==> src/rtl/pll_lock_reset_sequencer.sv <==
// PLL lock qualifier and ordered per-domain reset release sequencer.
// Optional lock-loss counter enabled by defining PLL_LOCK_LOSS_COUNTER_EN.
module pll_lock_reset_sequencer #(
    parameter int unsigned LOCK_STABLE_CYCLES  = 1000,
    parameter int unsigned RELEASE_STEP_CYCLES = 16,
    parameter int unsigned NUM_RESETS          = 3,
    parameter int unsigned LOCK_TIMEOUT_CYCLES = 500000,
    parameter int unsigned PLL_RST_CYCLES      = 10,
    parameter int unsigned CNT_W               = 20
`ifdef PLL_LOCK_LOSS_COUNTER_EN
    ,
    parameter int unsigned LOSS_CNT_W          = 8
`endif
) (
    input  logic                  clk,
    input  logic                  rst,
    input  logic                  pll_lock_in,
    output logic                  pll_rst_out,
    output logic [NUM_RESETS-1:0] domain_rst_out,
    output logic                  all_released,
    output logic [2:0]            state_out
`ifdef PLL_LOCK_LOSS_COUNTER_EN
    ,
    output logic [LOSS_CNT_W-1:0] loss_count
`endif
);

    typedef enum logic [2:0] {
        S_WAIT_LOCK = 3'd0,
        S_STABILIZE = 3'd1,
        S_RELEASE   = 3'd2,
        S_RUN       = 3'd3,
        S_LOST      = 3'd4,
        S_PLL_RST   = 3'd5
    } state_t;

    localparam logic [CNT_W-1:0] STAB_LAST    = CNT_W'(LOCK_STABLE_CYCLES - 1);
    localparam logic [CNT_W-1:0] STEP_LAST    = CNT_W'(RELEASE_STEP_CYCLES - 1);
    localparam logic [CNT_W-1:0] TIMEOUT_LAST = CNT_W'(LOCK_TIMEOUT_CYCLES - 1);
    localparam logic [CNT_W-1:0] PLLRST_LAST  = CNT_W'(PLL_RST_CYCLES - 1);

    state_t                  r_state;
    state_t                  w_state_nxt;
    logic [CNT_W-1:0]        r_cnt;
    logic [CNT_W-1:0]        w_cnt_nxt;
    logic                    r_sync1;
    logic                    r_sync2;
    logic                    w_lock_s;
    logic [NUM_RESETS-1:0]   r_domain_rst;
    logic [NUM_RESETS-1:0]   w_domain_rst_nxt;
    logic [NUM_RESETS-1:0]   w_dom_shift;
    logic                    r_pll_rst;
    logic                    w_pll_rst_nxt;
    logic                    r_all_released;
    logic                    w_all_released_nxt;

    assign w_lock_s = r_sync2;

    // Two-flop synchroniser for the asynchronous lock flag
    always_ff @(posedge clk) begin
        if (rst) begin
            r_sync1 <= 1'b0;
            r_sync2 <= 1'b0;
        end else begin
            r_sync1 <= pll_lock_in;
            r_sync2 <= r_sync1;
        end
    end

    always_ff @(posedge clk) begin
        if (rst) begin
            r_state        <= S_WAIT_LOCK;
            r_cnt          <= '0;
            r_domain_rst   <= '1;
            r_pll_rst      <= 1'b0;
            r_all_released <= 1'b0;
        end else begin
            r_state        <= w_state_nxt;
            r_cnt          <= w_cnt_nxt;
            r_domain_rst   <= w_domain_rst_nxt;
            r_pll_rst      <= w_pll_rst_nxt;
            r_all_released <= w_all_released_nxt;
        end
    end

    // Next state plus next values of the registered outputs; releases shift out from bit 0 upward
    always_comb begin
        w_state_nxt        = r_state;
        w_cnt_nxt          = r_cnt;
        w_domain_rst_nxt   = r_domain_rst;
        w_pll_rst_nxt      = 1'b0;
        w_all_released_nxt = 1'b0;
        w_dom_shift        = r_domain_rst << 1;

        case (r_state)
            S_WAIT_LOCK: begin
                w_domain_rst_nxt = '1;
                if (w_lock_s) begin
                    w_state_nxt = S_STABILIZE;
                    w_cnt_nxt   = '0;
                end else if (r_cnt == TIMEOUT_LAST) begin
                    w_state_nxt   = S_PLL_RST;
                    w_cnt_nxt     = '0;
                    w_pll_rst_nxt = 1'b1;
                end else begin
                    w_cnt_nxt = r_cnt + CNT_W'(1);
                end
            end
            S_STABILIZE: begin
                w_domain_rst_nxt = '1;
                if (!w_lock_s) begin
                    w_state_nxt = S_WAIT_LOCK;
                    w_cnt_nxt   = '0;
                end else if (r_cnt == STAB_LAST) begin
                    w_state_nxt      = S_RELEASE;
                    w_cnt_nxt        = '0;
                    w_domain_rst_nxt = w_dom_shift;
                end else begin
                    w_cnt_nxt = r_cnt + CNT_W'(1);
                end
            end
            S_RELEASE: begin
                if (!w_lock_s) begin
                    w_state_nxt      = S_LOST;
                    w_cnt_nxt        = '0;
                    w_domain_rst_nxt = '1;
                end else if (r_domain_rst == '0) begin
                    // Single-domain build: bit 0 already cleared on entry
                    w_state_nxt        = S_RUN;
                    w_cnt_nxt          = '0;
                    w_all_released_nxt = 1'b1;
                end else if (r_cnt == STEP_LAST) begin
                    w_cnt_nxt        = '0;
                    w_domain_rst_nxt = w_dom_shift;
                    if (w_dom_shift == '0) begin
                        w_state_nxt        = S_RUN;
                        w_all_released_nxt = 1'b1;
                    end
                end else begin
                    w_cnt_nxt = r_cnt + CNT_W'(1);
                end
            end
            S_RUN: begin
                if (!w_lock_s) begin
                    w_state_nxt      = S_LOST;
                    w_cnt_nxt        = '0;
                    w_domain_rst_nxt = '1;
                end else begin
                    w_all_released_nxt = 1'b1;
                end
            end
            S_LOST: begin
                w_state_nxt      = S_WAIT_LOCK;
                w_cnt_nxt        = '0;
                w_domain_rst_nxt = '1;
            end
            S_PLL_RST: begin
                w_domain_rst_nxt = '1;
                if (r_cnt == PLLRST_LAST) begin
                    w_state_nxt = S_WAIT_LOCK;
                    w_cnt_nxt   = '0;
                end else begin
                    w_pll_rst_nxt = 1'b1;
                    w_cnt_nxt     = r_cnt + CNT_W'(1);
                end
            end
            default: begin
                w_state_nxt      = S_WAIT_LOCK;
                w_cnt_nxt        = '0;
                w_domain_rst_nxt = '1;
            end
        endcase
    end

    assign pll_rst_out    = r_pll_rst;
    assign domain_rst_out = r_domain_rst;
    assign all_released   = r_all_released;
    assign state_out      = r_state;

`ifdef PLL_LOCK_LOSS_COUNTER_EN
    logic [LOSS_CNT_W-1:0] r_loss_cnt;

    // Saturating count of entries into LOST
    always_ff @(posedge clk) begin
        if (rst) begin
            r_loss_cnt <= '0;
        end else if ((w_state_nxt == S_LOST) && (r_loss_cnt != '1)) begin
            r_loss_cnt <= r_loss_cnt + LOSS_CNT_W'(1);
        end
    end

    assign loss_count = r_loss_cnt;
`endif

endmodule

==> config.mk <==
export PLATFORM = sky130hd
export DESIGN_NAME = pll_lock_reset_sequencer
export DESIGN_NICKNAME = d
export VERILOG_FILES = /design/src/rtl/pll_lock_reset_sequencer.sv
export SDC_FILE = /design/constraint.sdc
export NUM_CORES = 1
export LEC_CHECK = 0
export CORE_AREA = 2 2 71 73
export CTS_BUF_LIST = sky130_fd_sc_hd__clkbuf_16
export DETAILED_ROUTE_END_ITERATION = 12
export DIE_AREA = 0 0 73 75
export SYNTH_ARGS = -nofsm -noshare
export SYNTH_HDL_FRONTEND = slang
export SYNTH_SLANG_ARGS = --single-unit
export TNS_END_PERCENT = 30
==> constraint.sdc <==
create_clock -name clk -period 6.3 [get_ports clk]
set_input_delay 1.575 -clock clk [delete_from_list [all_inputs] [get_ports clk]]
set_output_delay 1.575 -clock clk [all_outputs]
set_load 0.01 [all_outputs]
Yosys cells after proc, flatten, opt, wreduce, memory -nomap -nowiden
Cells that the tools add are included.
Widths: inputs -> output; s select.

word-level totals
  register bits = 30
  bits of input ports = 3
  output and inout port bits = 8
  word-level logic and storage cells = 67

operators by class
  add/subtract/negate cells = 1
  equality and inequality tests = 16
  mux-type cells = 38
  reductions and logical operators = 5

operator list
  cell                   count
  $mux 20                9
  $pmux 20 s5            1
  $mux 3                 16
  $eq 20x4->1 const B    2
  $add 20x1->20 const B  1
  $eq 20x10->1 const B   1
  $eq 20x19->1 const B   1
  $pmux 3 s5             1
  $ne 3x3->1 const B     4
  $logic_not 3->1        3
  $pmux 3 s3             1
  $mux 1                 8
  $ne 4x4->1 const B     2
  $eq 3x2->1 const B     2
  $reduce_and 6->1       1
  $ne 2x2->1 const B     2
  $pmux 1 s2             2
  $eq 3x1->1 const B     1
  $eq 3x3->1 const B     1
  $reduce_and 3->1       1

Depth between registers and ports, before layout
  depth after elaboration = 6
  gate-level depth with buffers = 9
  mapped depth without buffers = 8

Worst setup path after synthesis
OpenSTA, ideal clock, no wires.

  path type = input to register
  from = in rst
  to = reg r_cnt[8]
  setup time = 0.106 ns
  data arrival time = 2.353 ns
  required time = 6.194 ns
  slack = 3.841 ns
  stages = 4
  path buffers = 1
  path through = nor2_1 > clkbuf_1 > nand2_1 > o311ai_0

RTL lines
  item                  line  RTL
  from (decl)           16    input logic rst,
  to (signal assigned)  79    r_cnt <= w_cnt_nxt;
  to (decl)             44    logic [CNT_W-1:0] r_cnt;

==> out/qor_table.md <==
| Result | Value | Unit |
|:---|:---|:---|
| Post-CTS Hold Fix Bufs | 0 | - |
| Post-CTS sizing | 0 | - |
| Number of flops mapped to enable cells by yosys | 0 | - |
| Pin count of the biggest net entering global routing | 23 | - |
| Total gr overflow | 0 | - |
| Slowest cell on the critical path | sky130_fd_sc_hd__nor2_1 | - |
| Area growth from synthesis to layout | 15.9 | % |
| Netlist Area Pre-Place | 1600 | um^2 |
| Worst hold path endpoint | r_sync2 | - |
| Required time reported for the critical path endpoint | 6490 | ps |
| Endpoint arrival time on the critical path | 3530 | ps |
| Per-cell via count in the routed design | 5.53 | - |
| Power density over cell area | 302 | nW/um^2 |
| Cells after DPL | 249 | - |
| Synthesized flop and latch total | 30 | - |
| Worst hold path cell count | 1 | - |
| Clock insertion delay at the later pin of the skew report | 270 | ps |
| Width of the chip | 73 | um |
| Clock tree from TritonCTS | done | - |
| Initial core utilization | 0.344 | - |
| Iteration count of the initial detailed-routing pass | 4 | - |
| DRC Markers | 0 | - |
| Detailed placement HPWL | 2500 | um |
| Overall die area | 5480 | um^2 |
| Top flip-flop cell by instance count after synthesis | sky130_fd_sc_hd__dfxtp_1 | - |
| Commonest cells after routing, fill and taps aside | sky130_fd_sc_hd__dfxtp_1, sky130_fd_sc_hd__nand2_1, sky130_fd_sc_hd__nand3_1 | - |
| Total wirelength of the detailed-routed design | 3520 | um |
| Post-route minimum period | 3340 | ps |
| Final weighted congestion in routability-driven placement | 0.763 | - |
| Cts bufs inserted | 5 | - |
| Kind of cell adding the most delay to the critical path | simple AND/OR/NAND/NOR gates | - |
| Initial antenna violation count | 0 | - |
| Post-route clock skew | 3.87 | ps |
| Die height | 75 | um |
| Synth async-reset ratio | 0 | - |
| Mean cell area of the mapped netlist | 8.30 | um^2 |
| Layout net count | 207 | - |
| Setup slack of the most critical reg-to-reg path | 3760 | ps |
| Via count of the first global-routing pass | 1314 | - |
| Final setup fails | 0 | - |
| Final number of hold-violating endpoints | 0 | - |
| Depth of the most critical reg-to-reg path | 7 | - |
| Buffer levels on the longest clock path | 2 | - |
| Unrepaired setup endpoints after global routing | no | - |
| Critical R2R Capture | r_cnt[14] | - |
| Hold path start | r_sync1 | - |
| YS warnings | 0 | - |
| Net count after synthesis | 198 | - |
| Maximum single-stage delay on the critical path | 1020 | ps |
| Critical path class | in2reg | - |
| Worst voltage drop across the vdd grid | 0.000172 | V |
| Kind of capture point of the worst setup path | flop | - |
| Number of max-cap violations | 0 | - |
| Setup fix buffers added after clock tree synthesis | 0 | - |
| Tightest Hold Check Type | reg2reg | - |
| CTS Root Buffer Type | sky130_fd_sc_hd__clkbuf_16 | - |
| Cell-by-cell listing of the critical path | clkdlybuf4s50_1 -> nor2_1 -> nand2_1 -> o21ai_0 | - |
| Final Cycle Share | 0.530 | - |
| Post-layout instance count excluding filler cells | 256 | - |
| Fraction of the yosys area taken by sequential cells | 0.375 | - |
| Fmax | 299 | MHz |
| # clock sinks | 30 | - |
| Outcome | finished, final reports clean | - |
| Std-Cell Core Area | 4660 | um^2 |
| Worst r2r src | r_cnt[0] | - |
| CP Launch Type | primary input | - |
| I/O pin count | 11 | - |
| Accumulated negative setup slack | 0 | ps |
| Total via count in the routed design | 1416 | - |
| Number of diodes added for antenna fixing | 0 | - |
| Overall track demand over capacity in global routing | 0.145 | - |
| Worst-path fanout max | 18 | - |
| First-pass GRT wire length | 6130 | um |
| Number of buffer and inverter stages on the critical path | 1 | - |
| Fraction of final layout cells sized beyond drive strength 1 | 0.0743 | - |
| Actual transition at the worst max-transition pin | 1200 | ps |
| Leak pwr | 0.639 | nW |
| Most common cell after layout, fill and taps aside | sky130_fd_sc_hd__dfxtp_1 | - |
| H-tree depth | 2 | - |
| Clock-pin slew reported for the worst setup and hold paths after clock tree synthesis | 50 | ps |
| Post-DRT Antenna Nets | 0 | - |
| Average routed wire per standard cell | 13.8 | um |
| Number of standard cells after synthesis | 193 | - |
| Standard-cell row count | 25 | - |
| Final max-slew violation count | 0 | - |
| Detailed Route Iter0 Violations | 49 | - |
| IO Port Bufs | 10 | - |
| Number of distinct library cell variants in the gate-level netlist after synthesis | 47 | - |
| Normalized max-slew margin | 0.194 | - |
==> layer usage <==
metal,vias to the layer above,share of wire,GRT usage
met5,-,0,0
met4,0,0.019,0.0617
met3,5,0.023,0.0375
met2,15,0.44,0.226
met1,660,0.51,0.192
li1,736,-,-
==> area by class of cell <==
class	instances	area [um^2]
inverter	6	22.5
clock buffer	5	125
timing repair buffer	11	108
multi-input combinational	148	927
sequential	30	601
tap	54	67.6
fill	476	2800
clock inverter	2	7.51
==> cell families (layout without fill, tap and decap cells) <==
logic type / Yosys count / in the layout / share of synthesized area
simple gates: 97 / 97 / 0.339
compound gates: 42 / 42 / 0.183
flops: 30 / 30 / 0.375
buf+inv: 15 / 24 / 0.0468
mux: 4 / 4 / 0.0250
xor+xnor: 3 / 3 / 0.0164
fa+ha+maj: 2 / 2 / 0.0156
==> state kept, by name (all words and copies together), names as in the netlist <==
name,cells
all_released,1
domain_rst_out,3
pll_rst_out,1
r_cnt,20
r_sync1,1
r_sync2,1
state_out,3
==> stage by stage <==
step / util / hold slack, ps / area, um^2 / total power, mW / worst slack, ps
floorplan: - / 414 / 1600 / 0.316 / 3840
global placement: 0.370 / 416 / 1730 / 0.350 / 2680
CTS: 0.399 / 446 / 1860 / 0.569 / 2940
global route: 0.399 / 454 / 1860 / 0.594 / 2700
finish: 0.399 / 438 / 1860 / 0.562 / 2960
detailed placement: 0.370 / 435 / 1730 / 0.352 / 2660
==> worst max path at each step <==
stage | cells past startpoint | startpoint | endpoint | slack (ps)
floorplan | 4 | rst | r_cnt[8] | 3840
global placement | 3 | rst | r_cnt[15] | 2680
detailed placement | 4 | rst | r_cnt[3] | 2660
CTS | 4 | rst | r_cnt[3] | 2940
global route | 4 | rst | r_cnt[16] | 2700
finish | 4 | rst | r_cnt[3] | 2960
==> synth_stat cells, types with 4 or more instances <==
master,instances,area [um^2]
sky130_fd_sc_hd__o311ai_0,6,52.6
sky130_fd_sc_hd__nand2_1,26,97.6
sky130_fd_sc_hd__nor2_1,13,48.8
sky130_fd_sc_hd__dfxtp_1,30,601
sky130_fd_sc_hd__inv_1,6,22.5
sky130_fd_sc_hd__o21ai_0,7,35.0
sky130_fd_sc_hd__nand4_1,5,31.3
sky130_fd_sc_hd__mux2i_1,4,40.0
sky130_fd_sc_hd__nor2b_1,4,25.0
sky130_fd_sc_hd__a21oi_1,11,55.1
sky130_fd_sc_hd__nor3_1,6,30.0
sky130_fd_sc_hd__nand3_1,16,80.1
sky130_fd_sc_hd__clkbuf_1,4,15.0
==> power breakdown <==
group | total, mW | switching, mW | internal, mW
Combinational | 0.122 | 0.0682 | 0.0538
Clock | 0.215 | 0.0746 | 0.140
Sequential | 0.225 | 0.0225 | 0.203
(Power assumes the default switching activity.)
